--- config.mk ---
export PLATFORM = sky130hd
export DESIGN_NAME = seg_mux_scheduler_flat
export DESIGN_NICKNAME = d
export VERILOG_FILES = /design/src/rtl/seg_mux_scheduler_if.sv /design/src/rtl/seg_mux_scheduler.sv /design/src/flat_wrapper.sv
export SDC_FILE = /design/constraint.sdc
export NUM_CORES = 1
export LEC_CHECK = 0
export CAP_MARGIN = 25
export CORE_MARGIN = 8
export CORE_UTILIZATION = 58
export CTS_CLUSTER_DIAMETER = 200
export DETAILED_ROUTE_END_ITERATION = 10
export PLACE_DENSITY = 0.91
export SYNTH_ARGS = -nofsm -noshare
export SYNTH_HDL_FRONTEND = slang
export SYNTH_SLANG_ARGS = --single-unit
--- constraint.sdc ---
create_clock -name clk -period 2.9 [get_ports clk]
set_input_delay 0.58 -clock clk [delete_from_list [all_inputs] [get_ports clk]]
set_output_delay 0.58 -clock clk [all_outputs]
set_load 0.02 [all_outputs]
--- src/rtl/seg_mux_scheduler_if.sv ---
// Digit/segment bus between the data source and the two-digit display scheduler.
// SEG_DIM_EN adds the 3-bit brightness input.
interface seg_mux_scheduler_if;
    logic       en;
    logic [3:0] s1;
    logic [3:0] s2;
`ifdef SEG_DIM_EN
    logic [2:0] bright;
`endif
    logic [6:0] seg;
    logic       anode1_en;
    logic       anode2_en;
    logic       frame_done;

`ifdef SEG_DIM_EN
    modport master (output en, s1, s2, bright, input seg, anode1_en, anode2_en, frame_done);
    modport slave  (input en, s1, s2, bright, output seg, anode1_en, anode2_en, frame_done);
`else
    modport master (output en, s1, s2, input seg, anode1_en, anode2_en, frame_done);
    modport slave  (input en, s1, s2, output seg, anode1_en, anode2_en, frame_done);
`endif
endinterface

--- src/rtl/seg_mux_scheduler.sv ---
// Two-digit time-multiplexed 7-segment driver with dead time between digits.
// Optional SEG_DIM_EN: per-digit brightness via shortened anode on-time.
module seg_mux_scheduler #(
    parameter int DWELL_CYCLES = 24000,
    parameter int BLANK_CYCLES = 240
) (
    input  logic                clk,
    input  logic                reset_n,
    seg_mux_scheduler_if.slave  bus
);
    localparam int MAX_LEN = (DWELL_CYCLES > BLANK_CYCLES) ? DWELL_CYCLES : BLANK_CYCLES;
    localparam int CW      = (MAX_LEN > 1) ? $clog2(MAX_LEN) : 1;
    localparam logic [CW-1:0] DWELL_LAST = CW'(DWELL_CYCLES - 1);
    localparam logic [CW-1:0] BLANK_LAST = CW'(BLANK_CYCLES - 1);
    localparam logic [6:0]    BLANK_SEG  = 7'h7F;

    typedef enum logic [1:0] {SHOW1, BLANK1, SHOW2, BLANK2} state_t;

    state_t        state;
    logic [CW-1:0] cnt;
    logic [CW-1:0] cnt_inc;
    logic          phase_last;
    logic [3:0]    d1_q;
    logic [3:0]    d2_q;
    logic          armed;
    logic [6:0]    seg_q;
    logic          an1_q;
    logic          an2_q;
    logic          fd_q;
    logic          lit1_run;
    logic          lit2_run;
    logic          lit_entry;

    function automatic logic [6:0] decode(input logic [3:0] v);
        logic [6:0] g;
        case (v)
            4'h0: g = 7'h3F;  4'h1: g = 7'h06;  4'h2: g = 7'h5B;  4'h3: g = 7'h4F;
            4'h4: g = 7'h66;  4'h5: g = 7'h6D;  4'h6: g = 7'h7D;  4'h7: g = 7'h07;
            4'h8: g = 7'h7F;  4'h9: g = 7'h67;  4'hA: g = 7'h77;  4'hB: g = 7'h7C;
            4'hC: g = 7'h58;  4'hD: g = 7'h5E;  4'hE: g = 7'h79;  default: g = 7'h71;
        endcase
        return ~g;
    endfunction

    assign cnt_inc    = cnt + 1'b1;
    assign phase_last = (state == SHOW1 || state == SHOW2) ? (cnt == DWELL_LAST)
                                                           : (cnt == BLANK_LAST);

`ifdef SEG_DIM_EN
    logic [2:0] b1_q;
    logic [2:0] b2_q;

    // Lit portion of a SHOW phase, in clocks, for a given brightness code.
    function automatic int on_len(input logic [2:0] b);
        return ((int'(b) + 1) * DWELL_CYCLES) >> 3;
    endfunction

    assign lit1_run  = int'(cnt_inc) < on_len(b1_q);
    assign lit2_run  = int'(cnt_inc) < on_len(b2_q);
    assign lit_entry = on_len(bus.bright) > 0;
`else
    assign lit1_run  = 1'b1;
    assign lit2_run  = 1'b1;
    assign lit_entry = 1'b1;
`endif

    // Outputs are computed for the state being entered so anode and seg switch with the state.
    always_ff @(posedge clk or negedge reset_n) begin
        if (!reset_n) begin
            state <= BLANK2;
            cnt   <= '0;
            d1_q  <= '0;
            d2_q  <= '0;
            armed <= 1'b0;
            seg_q <= BLANK_SEG;
            an1_q <= 1'b1;
            an2_q <= 1'b1;
            fd_q  <= 1'b0;
`ifdef SEG_DIM_EN
            b1_q  <= '0;
            b2_q  <= '0;
`endif
        end else if (!bus.en) begin
            state <= BLANK2;
            cnt   <= '0;
            armed <= 1'b0;
            seg_q <= BLANK_SEG;
            an1_q <= 1'b1;
            an2_q <= 1'b1;
            fd_q  <= 1'b0;
        end else if (!phase_last) begin
            cnt  <= cnt_inc;
            fd_q <= 1'b0;
            unique case (state)
                SHOW1: begin
                    seg_q <= lit1_run ? decode(d1_q) : BLANK_SEG;
                    an1_q <= !lit1_run;
                    an2_q <= 1'b1;
                end
                SHOW2: begin
                    seg_q <= lit2_run ? decode(d2_q) : BLANK_SEG;
                    an1_q <= 1'b1;
                    an2_q <= !lit2_run;
                end
                default: begin
                    seg_q <= BLANK_SEG;
                    an1_q <= 1'b1;
                    an2_q <= 1'b1;
                end
            endcase
        end else begin
            cnt  <= '0;
            fd_q <= 1'b0;
            unique case (state)
                BLANK2: begin
                    state <= SHOW1;
                    d1_q  <= bus.s1;
                    seg_q <= lit_entry ? decode(bus.s1) : BLANK_SEG;
                    an1_q <= !lit_entry;
                    an2_q <= 1'b1;
                    // First entry after reset or enable starts a frame but does not end one.
                    fd_q  <= armed;
                    armed <= 1'b1;
`ifdef SEG_DIM_EN
                    b1_q  <= bus.bright;
`endif
                end
                BLANK1: begin
                    state <= SHOW2;
                    d2_q  <= bus.s2;
                    seg_q <= lit_entry ? decode(bus.s2) : BLANK_SEG;
                    an1_q <= 1'b1;
                    an2_q <= !lit_entry;
`ifdef SEG_DIM_EN
                    b2_q  <= bus.bright;
`endif
                end
                SHOW1: begin
                    state <= BLANK1;
                    seg_q <= BLANK_SEG;
                    an1_q <= 1'b1;
                    an2_q <= 1'b1;
                end
                SHOW2: begin
                    state <= BLANK2;
                    seg_q <= BLANK_SEG;
                    an1_q <= 1'b1;
                    an2_q <= 1'b1;
                end
            endcase
        end
    end

    assign bus.seg        = seg_q;
    assign bus.anode1_en  = an1_q;
    assign bus.anode2_en  = an2_q;
    assign bus.frame_done = fd_q;
endmodule
--- src/flat_wrapper.sv ---
// flat-port wrapper written by rule: the top's interface ports become plain ports
module seg_mux_scheduler_flat 
#(
    parameter int DWELL_CYCLES = 24000,
    parameter int BLANK_CYCLES = 240
)
  (clk, reset_n, bus_en, bus_s1, bus_s2, bus_seg, bus_anode1_en, bus_anode2_en, bus_frame_done);
  seg_mux_scheduler_if bus_i ();
  input  logic clk;
  input  logic reset_n;
  input wire logic [$bits(bus_i.en)-1:0] bus_en;
  input wire logic [$bits(bus_i.s1)-1:0] bus_s1;
  input wire logic [$bits(bus_i.s2)-1:0] bus_s2;
  output wire logic [$bits(bus_i.seg)-1:0] bus_seg;
  output wire logic [$bits(bus_i.anode1_en)-1:0] bus_anode1_en;
  output wire logic [$bits(bus_i.anode2_en)-1:0] bus_anode2_en;
  output wire logic [$bits(bus_i.frame_done)-1:0] bus_frame_done;
  assign bus_i.en = bus_en;
  assign bus_i.s1 = bus_s1;
  assign bus_i.s2 = bus_s2;
  assign bus_seg = bus_i.seg;
  assign bus_anode1_en = bus_i.anode1_en;
  assign bus_anode2_en = bus_i.anode2_en;
  assign bus_frame_done = bus_i.frame_done;
  seg_mux_scheduler #(.DWELL_CYCLES(DWELL_CYCLES), .BLANK_CYCLES(BLANK_CYCLES)) u_core (.clk(clk), .reset_n(reset_n), .bus(bus_i));
endmodule
==> results.sh, run 1 <==
export IMPL_hold_violations=0
export IMPL_grt_usage_pct=16.8
export IMPL_synthesis_area_sq_um=2810
export IMPL_grt_overflow=0
export IMPL_cts_buffers=5
export IMPL_drt_wl_total_um=5900
export IMPL_drtIter0Drc=148
export IMPL_power_density_nw_per_um2=336
export IMPL_rsz0062_at_grt="false"
export IMPL_fin_util_pct=66.2
export IMPL_finClkSkew_ns=0.0132
export IMPL_post_cts_setup_buffers=0
export IMPL_dpl_hpwl_um=4280
export IMPL_grt_start_max_net_pins=37
export IMPL_yosysMostFrequentCell="ha_1"
export IMPL_clk_pin_slew_ns=0.08
export IMPL_hp_class="in2async"
export IMPL_route_met2_wl_um=2810
export IMPL_endpoint_kind="flop"
export IMPL_final_layout_size_suffix_gt1_share_pct=11.5
export IMPL_grt_pass1_vias=2080
export IMPL_grt_pass1_wl_um=9980
export IMPL_cts_root_buf="clkbuf_8"
export IMPL_cap_viol_max_count=0
export IMPL_dr_pass1_iters=4
export IMPL_max_freq_mhz=387
export IMPL_die_width_um=85.6
export IMPL_vdd_drop_max_uv=214
export IMPL_setup_viol=0
export IMPL_met1_length_um=2600
export IMPL_routed_top_layer="met4"
export IMPL_num_vias=2227
export IMPL_nets=356
export IMPL_slew_limit_headroom_pct=48.1
export IMPL_start_util_pct=59.9
export IMPL_diodes=0
export IMPL_cp_slowest_cell="dfstp_2"
export IMPL_worst_ep_arrival_time_ns=2.76
export IMPL_ys_top_cells_by_count="ha_1 (32), nor2_1 (27), dfrtp_1 (25), nand2_1 (22), inv_1 (18)"
export IMPL_synth_seq_cells=36
export IMPL_status="finished clean"
export IMPL_die_area_sq_um=7330
export IMPL_worstSetupPathType="reg2reg"
export IMPL_synth_top_area_cell="dfrtp_1"
export IMPL_syn_num_nets=345
export IMPL_tritoncts="done"
export IMPL_worstSkewPairLatency_ns=0.29
export IMPL_finalWeightedCongestion=0.892
export IMPL_io_pins=21
export IMPL_cts_max_path_buffers=2
export IMPL_ys_seq_area_share_pct=32.5
export IMPL_routed_via_density=6.05
export IMPL_p_leak_nw=1.37
export IMPL_synth_cells=302
export IMPL_yosys_area_top_type_share_pct=22.3
export IMPL_start_kind="flop"
export IMPL_cts_resized_gates=0
export IMPL_finalCritPeriodShare_pct=89.0
export IMPL_ant_nets=0
export IMPL_core_sq_um=4690
export IMPL_netlist_top_cells_area="dfrtp_1 (22%), ha_1 (14%), dfstp_2 (10%), nor2_1 (3.6%), mux2i_1 (3.2%)"
export IMPL_finalSetupTns_ns=0
export IMPL_drc=0
export IMPL_synth_async_reset_ratio_pct=100
export IMPL_ys_warn_count=0
export IMPL_synth_edf_count=0
export IMPL_rows=25
export IMPL_wire_per_inst_um=16.0
export IMPL_route_met3_wl_um=328
export IMPL_ys_types=55
export IMPL_clkSinkCount=36
export IMPL_fp_dieH_um=85.6
export IMPL_synth_flop_cell="dfrtp_1"
export IMPL_hold_buffers=0
export IMPL_htreeDepth=2
export IMPL_worstMarginPinSlew_ns=0.779
export IMPL_finalCriticalPeriod_ns=2.58
export IMPL_antenna_found_initial=0
export IMPL_critPathRequiredTime_ns=3.08
export IMPL_area_delta_synth_final_pct=10.5
export IMPL_synth_avg_cell_area_sq_um=9.31
export IMPL_path_max_fanout=22
export IMPL_portBuffers=20
export IMPL_cp_slowest_stage_delay_ns=0.57
export IMPL_final_max_slew_viol_count=0
export IMPL_cp_cell_sequence="inv_1, ha_1, nor2_2, a41o_1, and4bb_4, and3_4, mux2_4"
## final cells by class
type                    count  area (sq um)
clock buffers               6          72.6
clock inverters             2          35.0
fillers                   376          1590
inverters                  18          67.6
multi-input cells         230          1740
flip-flops and latches     36           915
well taps                  54          67.6
repair buffers             22           210
## worst max-delay path: cells and delay by family, from the launching register on
family	cells	cell delay, ns
flip-flops	1	0.57
multiplexers	1	0.30
AND/OR/NAND/NOR	3	1.00
buffers and inverters	1	0.08
adder cells (fa/ha/maj)	1	0.33
AO/OA/AOI/OAI	1	0.16
## cell usage in the layout (no fill, tap or decap), types with 3 or more instances in the layout
master / instances
clkbuf_8: 5
a21oi_1: 16
or3_1: 3
nor2_1: 27
o211ai_1: 9
a22o_1: 3
ha_1: 32
dfstp_2: 11
nand2b_1: 4
mux2i_1: 9
o21ai_0: 16
xnor2_1: 7
mux4_2: 3
a311o_1: 4
a21o_1: 3
a21boi_0: 3
nor3_1: 3
nand3_1: 6
dfrtp_1: 25
inv_1: 18
mux2_2: 4
xor2_1: 6
nor2b_1: 10
nand2_1: 22
o221ai_1: 3
clkdlybuf4s50_1: 19
and3_1: 5
## metrics by stage
stage          total power, W  hold WS [ns]  instances  cell area, sq um  setup WS (ns)
2_1_floorplan        0.000573         0.284        302              2810          0.660
3_3_place_gp         0.000611         0.452        360              3000          0.466
3_5_place_dp         0.000614         0.462        360              3000          0.368
4_1_cts               0.00104         0.389        368              3110          0.338
5_1_grt               0.00108         0.437        368              3110          0.192
6_report              0.00104         0.360        368              3110          0.318
## cells by family after synthesis
group,after synthesis,synth area share [%]
simple gates,94,17.8
compound gates,73,17.5
buf+inv,36,5.61
flops,36,32.5
fa+ha+maj,32,14.2
mux,18,8.28
xor+xnor,13,4.05
## layer usage
metal	up-vias	global-route usage, %
li1	1085	-
met1	1065	21.6
met2	63	25.8
met3	14	4.11
met4	0	8.12
met5	-	0
## registers in the layout, indices dropped and copies added (netlist names)
register / cells
u_core.bus.anode2_en: 1
u_core.state: 2
u_core.cnt: 15
u_core.d2_q: 4
u_core.d1_q: 4
u_core.bus.seg: 7
u_core.armed: 1
u_core.bus.anode1_en: 1
u_core.bus.frame_done: 1
## report_power, final
part	switching, W	internal (W)	leakage [nW]	total (W)
combinational	0.0000579	0.0000390	0.882	0.0000969
sequential	0.00000280	0.000506	0.436	0.000509
clock	0.000184	0.000255	0.0552	0.000439
total	0.000244	0.000800	1.37	0.00104
## path summary, 6_finish.rpt
path,slack (ns),start,depth (start not counted),endpoint
max in group asynchronous,2.04,reset_n,1,u_core.cnt[12]
max,0.32,u_core.state[0],7,u_core.d2_q[2]
min,0.36,reset_n,1,u_core.cnt[2]
max reg2reg,0.32,u_core.state[0],7,u_core.d2_q[2]
min in group clk,0.49,u_core.cnt[0],1,u_core.cnt[0]
min reg2reg,0.49,u_core.cnt[0],1,u_core.cnt[0]
Note: power is estimated with default switching activity, not from simulation.
==> run 2: changes to the inputs <==
--- a/config.mk
+++ b/config.mk
@@ -11,6 +11,7 @@
 export CTS_CLUSTER_DIAMETER = 200
 export DETAILED_ROUTE_END_ITERATION = 10
 export PLACE_DENSITY = 0.91
+export SLEW_MARGIN = 20
 export SYNTH_ARGS = -nofsm -noshare
 export SYNTH_HDL_FRONTEND = slang
 export SYNTH_SLANG_ARGS = --single-unit
==> results of run 2 <==
Final layout, timing and power as in run 1 (identical DEF).
